`config.mk`:
```
export PLATFORM = sky130hd
export DESIGN_NAME = bmem_arbiter
export DESIGN_NICKNAME = d
export VERILOG_FILES = /design/src/rtl/bmem_arbiter.sv
export SDC_FILE = /design/constraint.sdc
export NUM_CORES = 2
export LEC_CHECK = 0
export BUFFER_PORTS_ARGS = -buffer_cell sky130_fd_sc_hd__buf_4
export CAP_MARGIN = 10
export CORE_AREA = 2 2 402 404
export DETAILED_ROUTE_END_ITERATION = 10
export DIE_AREA = 0 0 404 406
export GPL_TIMING_DRIVEN = 0
export SYNTH_ARGS = -nofsm -noshare
export SYNTH_HDL_FRONTEND = slang
export SYNTH_SLANG_ARGS = --single-unit
```
`constraint.sdc`:
```
create_clock -name clk -period 4 [get_ports clk]
set_input_delay 0 -clock clk [delete_from_list [all_inputs] [get_ports clk]]
set_output_delay 0 -clock clk [all_outputs]
set_load 0.05 [all_outputs]
```
`src/rtl/bmem_arbiter.sv`:
```
// bmem_arbiter
// Shares one banked-memory port between an icache (read-only) and a dcache
// (read + writeback). Line size is 256 bits, moved as 4 beats of 64 bits,
// beat k occupying line bits [64k+63:64k].
//
// Reads are split into an issue phase (a single accepted request) and a return
// phase. Memory may return beats for different lines out of order. Each client
// tracks its own outstanding read and assembles its line from beats whose
// return address matches. Writes occupy the port for four accepted beats.
//
// Ports
//   clk, rst                 clock, synchronous active-high reset
//   i_addr, i_read           icache line request
//   i_rdata, i_resp          icache returned line, one-cycle completion pulse
//   d_addr, d_read, d_write  dcache request (write wins if both are high)
//   d_wdata                  dcache writeback line
//   d_rdata, d_resp          dcache returned line, one-cycle completion pulse
//   bmem_addr/read/write     memory request (addr bits [4:0] always 0)
//   bmem_wdata               current write beat
//   bmem_ready               memory accepts the current read or write beat
//   bmem_raddr/rdata/rvalid  read-return beat, tagged with its line address
module bmem_arbiter #(
    parameter logic DFIRST = 1'b1
) (
    input  logic         clk,
    input  logic         rst,
    input  logic [31:0]  i_addr,
    input  logic         i_read,
    output logic [255:0] i_rdata,
    output logic         i_resp,
    input  logic [31:0]  d_addr,
    input  logic         d_read,
    input  logic         d_write,
    input  logic [255:0] d_wdata,
    output logic [255:0] d_rdata,
    output logic         d_resp,
    output logic [31:0]  bmem_addr,
    output logic         bmem_read,
    output logic         bmem_write,
    output logic [63:0]  bmem_wdata,
    input  logic         bmem_ready,
    input  logic [31:0]  bmem_raddr,
    input  logic [63:0]  bmem_rdata,
    input  logic         bmem_rvalid
);

    localparam logic IDLE  = 1'b0;
    localparam logic WRITE = 1'b1;
    localparam logic [31:0] LINE_MASK = 32'hFFFF_FFE0;

    logic         state;
    logic [1:0]   wcnt;
    logic [31:0]  waddr;

    logic         i_out, d_out;
    logic [31:0]  i_cap, d_cap;
    logic [1:0]   i_cnt, d_cnt;
    logic [255:0] i_buf, d_buf;

    logic         rst_q;
    logic         lock_valid;
    logic         lock_d;

    logic         i_elig, d_elig;
    logic         sel_valid, sel_d;
    logic         blocked;
    logic         issue, issue_write, issue_read;
    logic         i_hit, d_hit;
    logic [255:0] i_line, d_line;

    // Arbitration and the combinational memory request. A read stalled by
    // bmem_ready=0 locks the grant so the address cannot change under the
    // memory. The port stays quiet during reset and the cycle that follows it.
    always_comb begin
        i_elig = i_read && !i_out && !i_resp;
        d_elig = (d_read || d_write) && !d_out && !d_resp;

        sel_valid = 1'b0;
        sel_d     = 1'b0;
        if (lock_valid && (lock_d ? d_elig : i_elig)) begin
            sel_valid = 1'b1;
            sel_d     = lock_d;
        end else if (i_elig || d_elig) begin
            sel_valid = 1'b1;
            sel_d     = d_elig && (DFIRST || !i_elig);
        end

        blocked     = rst || rst_q;
        issue       = (state == IDLE) && !blocked && sel_valid;
        issue_write = issue && sel_d && d_write;
        issue_read  = issue && !issue_write;

        bmem_read  = 1'b0;
        bmem_write = 1'b0;
        bmem_addr  = 32'd0;
        bmem_wdata = 64'd0;
        if (!blocked) begin
            if (state == WRITE) begin
                bmem_write = 1'b1;
                bmem_addr  = waddr;
                bmem_wdata = d_wdata[{wcnt, 6'd0} +: 64];
            end else if (issue_write) begin
                bmem_write = 1'b1;
                bmem_addr  = d_addr & LINE_MASK;
                bmem_wdata = d_wdata[{wcnt, 6'd0} +: 64];
            end else if (issue_read) begin
                bmem_read = 1'b1;
                bmem_addr = (sel_d ? d_addr : i_addr) & LINE_MASK;
            end
        end
    end

    // Return-beat matching. The next assembly buffer is formed here so the
    // final beat can be folded straight into the completed line.
    always_comb begin
        i_hit  = bmem_rvalid && i_out && (((i_cap ^ bmem_raddr) & LINE_MASK) == 32'd0);
        d_hit  = bmem_rvalid && d_out && (((d_cap ^ bmem_raddr) & LINE_MASK) == 32'd0);
        i_line = i_buf;
        i_line[{i_cnt, 6'd0} +: 64] = bmem_rdata;
        d_line = d_buf;
        d_line[{d_cnt, 6'd0} +: 64] = bmem_rdata;
    end

    // Issue bookkeeping, write sequencing and per-client line assembly.
    // Issue needs a client with no outstanding read while a return needs one
    // with an outstanding read, so the two never touch the same client state
    // in the same cycle. The write path only runs with no dcache read pending.
    always_ff @(posedge clk) begin
        if (rst) begin
            state      <= IDLE;
            wcnt       <= 2'd0;
            waddr      <= 32'd0;
            i_out      <= 1'b0;
            d_out      <= 1'b0;
            i_cap      <= 32'd0;
            d_cap      <= 32'd0;
            i_cnt      <= 2'd0;
            d_cnt      <= 2'd0;
            i_buf      <= 256'd0;
            d_buf      <= 256'd0;
            i_rdata    <= 256'd0;
            d_rdata    <= 256'd0;
            i_resp     <= 1'b0;
            d_resp     <= 1'b0;
            lock_valid <= 1'b0;
            lock_d     <= 1'b0;
            rst_q      <= 1'b1;
        end else begin
            rst_q      <= 1'b0;
            i_resp     <= 1'b0;
            d_resp     <= 1'b0;
            lock_valid <= issue_read && !bmem_ready;
            lock_d     <= sel_d;

            if (issue_read && bmem_ready) begin
                if (sel_d) begin
                    d_out <= 1'b1;
                    d_cap <= bmem_addr;
                    d_cnt <= 2'd0;
                end else begin
                    i_out <= 1'b1;
                    i_cap <= bmem_addr;
                    i_cnt <= 2'd0;
                end
            end

            case (state)
                IDLE: begin
                    if (issue_write) begin
                        state <= WRITE;
                        waddr <= bmem_addr;
                        wcnt  <= bmem_ready ? 2'd1 : 2'd0;
                    end
                end
                WRITE: begin
                    if (bmem_ready) begin
                        wcnt <= wcnt + 2'd1;
                        if (wcnt == 2'd3) begin
                            state  <= IDLE;
                            d_resp <= 1'b1;
                        end
                    end
                end
                default: state <= IDLE;
            endcase

            if (i_hit) begin
                i_buf <= i_line;
                i_cnt <= i_cnt + 2'd1;
                if (i_cnt == 2'd3) begin
                    i_out   <= 1'b0;
                    i_cnt   <= 2'd0;
                    i_rdata <= i_line;
                    i_resp  <= 1'b1;
                end
            end

            if (d_hit) begin
                d_buf <= d_line;
                d_cnt <= d_cnt + 2'd1;
                if (d_cnt == 2'd3) begin
                    d_out   <= 1'b0;
                    d_cnt   <= 2'd0;
                    d_rdata <= d_line;
                    d_resp  <= 1'b1;
                end
            end
        end
    end

endmodule

```
==> impl_metrics.ini <==
[setup_path]
crit_path_start_kind = flop
cp_max_fo = 10
rrSetupSlack_ns = -0.04
crit_type = reg2reg
r2r-end = d_rdata[223]
r2r-start = d_cap[27]
end_kind = flop
reg2regPathDepth = 8
crit_required_ns = 4.71
crit_arrival_ns = 4.75

[finish]
fillCellCount = 15869
layout_commonest_cell = dfxtp_1
final_nets = 7601
utilization = 0.427
syn2layout_area_growth_pct = 30.9
final_cells = 9371
drive_above_1_share = 0.212
layout_common_cells = 1124 x dfxtp_1, 1071 x nand2_1, 1030 x buf_4

[clock_tree]
htree_num_levels = 4
root_buffer = clkbuf_16
clock_latency_ns = 0.82
cts_buffer_depth = 3
clock-sinks = 1124
clkTransAtPathRegs_ns = 0.06
cts_tree = built
cts_buffers = 132

[placement]
portBuffers = 954
routabilityCongestion = 0.978
dp.cells = 8960
place_hpwl_mm = 214

[timing]
setup_ws_ns = -0.0388
setup_viol = 9
worst_pin_slew_ns = 1.40
maxSlewViolCount = 0
holdWs_ns = 0.0383
max-slew-margin-rel = 0.0695
skew_ns = 0.0707
finalCritPeriodShare = 1.01
hold_viol = 0
fmax_ghz = 0.248
tns_ns = -0.152
rsz0062_at_grt = false
period_needed_ns = 4.04

[synth]
synthArstFlopShare = 0
netlist.area_leader.share = 0.432
syn_area_per_cell_um2 = 8.80
synth_cells = 5915
synthMuxAreaShare = 0.127
synth_fa_ha_area_frac = 0.00313
synth_top_family_by_area = compound AO/OA/AOI/OAI gates
synth-seq-cells = 1124
synthXorXnorAreaFrac = 0.00724
yosys_warnings = 0
netlist_area_um2 = 52000
ys_types = 55
synth.largest_area_cell = dfxtp_1
ys.flop_type = dfxtp_1
synth_compound_area_frac = 0.217
synth_enable_flop_cells = 0
yosysSeqAreaShare = 0.432
synth-simple-area-share = 0.137
synth.area.top_cells = dfxtp_1 43%, mux2i_1 9.9%, nand2_1 7.7%
syn_nets = 6351

[die]
pin_count = 1035
dieArea_um2 = 164000
start_util = 0.326
rows = 147
die_h_um = 406
die_w_um = 404
core-area_um2 = 160000

[global_routing]
grt_max_degree = 17
grt_pass1_wl_mm = 379
track_usage = 0.322
grt_overflow = 0
grt_pass1_vias = 50310
antenna_found_initial = 36

[detailed_routing]
wire_per_inst_um = 29.5
firstDrtPassIters = 6
num_vias = 53404
vias_per_cell = 5.70
drt_iter0_markers = 6018
ant_nets = 0
route.detailed.drc = 0
routed_wl_mm = 276

[pwr]
p_per_area_nw_per_um2 = 379
irDropWorstVdd_mv = 0.467
power_leakage_nw = 28.3

[worst_hold_path]
worstHoldPathCells = 4
min_to = waddr[30]
worstHoldPathType = in2reg
min_from = d_addr[30]

[outcome]
outcome = complete, but fails checks
violations = negative setup slack

[run]
cap_viol_max_count = 0
cells by family (layout without fill, tap and decap cells):
| group | after synthesis | count (layout) |
|---|---|---|
| flops | 1124 | 1124 |
| compound gates | 1655 | 1655 |
| buf+inv | 909 | 2260 |
| fa+ha+maj | 13 | 13 |
| xor+xnor | 43 | 43 |
| other cells | 0 | 19 |
| mux | 578 | 578 |
| simple gates | 1593 | 1593 |
report_power, final:
| group | switching (mW) | internal, mW |
|---|---|---|
| logic | 1.17 | 0.621 |
| clock network | 5.45 | 7.33 |
| registers | 0.0156 | 11.2 |
| total | 6.63 | 19.2 |
state kept, by name, summed over array words and instances, names as in the netlist, 2 cells and up:
signal	cells
i_cap	27
d_buf	256
i_cnt	2
d_rdata	256
wcnt	2
i_buf	256
d_cap	27
d_cnt	2
i_rdata	256
waddr	32
worst max-delay path, stage by stage (launching register included):
cell	delay (ns)
dfxtp_1	0.32
xnor2_1	0.33
nand4_1	0.22
nor4_1	0.82
buf_2	0.49
clkbuf_1	0.89
buf_2	0.37
a41oi_1	0.20
a211oi_1	0.26
final cells by class:
cell class / instances / area, um^2 / area share
Tap cell: 2086 / 2610 / 0.0383
Inverter: 218 / 818 / 0.0120
Multi-Input combinational cell: 3882 / 25600 / 0.376
Sequential cell: 1124 / 22500 / 0.330
Antenna cell: 19 / 47.5 / 0.000698
Buffer: 691 / 3160 / 0.0463
Clock inverter: 47 / 792 / 0.0116
Timing Repair Buffer: 1116 / 8800 / 0.129
Clock buffer: 188 / 3800 / 0.0558
worst max path at each step:
stage          cells past startpoint  slack, ns        endpoint       from
2_1_floorplan                      8       1.31  bmem_wdata[10]     d_resp
3_3_place_gp                       6       0.28     d_rdata[61]   d_cnt[0]
3_5_place_dp                       8       0.23    d_rdata[184]  d_cap[27]
4_1_cts                            5       0.08  bmem_wdata[37]    wcnt[0]
5_1_grt                            8       0.06    d_rdata[233]  d_cap[27]
6_report                           8      -0.04    d_rdata[223]  d_cap[27]
per-stage QoR:
step	area, um^2	worst slack [ns]	power (mW)
after CTS	68100	0.0771	25.8
final	68100	-0.0388	25.8
after global routing	68100	0.0620	26.3
after global placement	61800	0.278	13.1
after floorplan	52000	1.31	12.2
after detailed placement	61900	0.229	13.1
timing repair:
action	4_1_cts	5_1_grt
endpoints found under the hold margin	1112	0
resized for setup	1	0
buffers inserted	0	0
endpoints found under the setup margin	5	0
hold buffers	157	0
synth_stat cells, types with 67 or more instances:
library cell / instances
mux2i_1: 514
nor2b_1: 336
o21ai_0: 225
a21oi_1: 297
a41oi_1: 256
buf_4: 76
clkbuf_1: 381
inv_1: 215
buf_2: 220
nand2_1: 1071
a31oi_1: 256
a211oi_1: 515
nor2_1: 67
dfxtp_1: 1124
per-layer routing:
metal / routed length (um) / vias up / global-route usage
met5: 118 / - / 0
met4: 19200 / 16 / 0.195
met3: 25500 / 592 / 0.0835
met2: 125000 / 2915 / 0.513
met1: 106000 / 26247 / 0.388
li1: - / 23634 / -
Power figures use the tool's default switching activity.
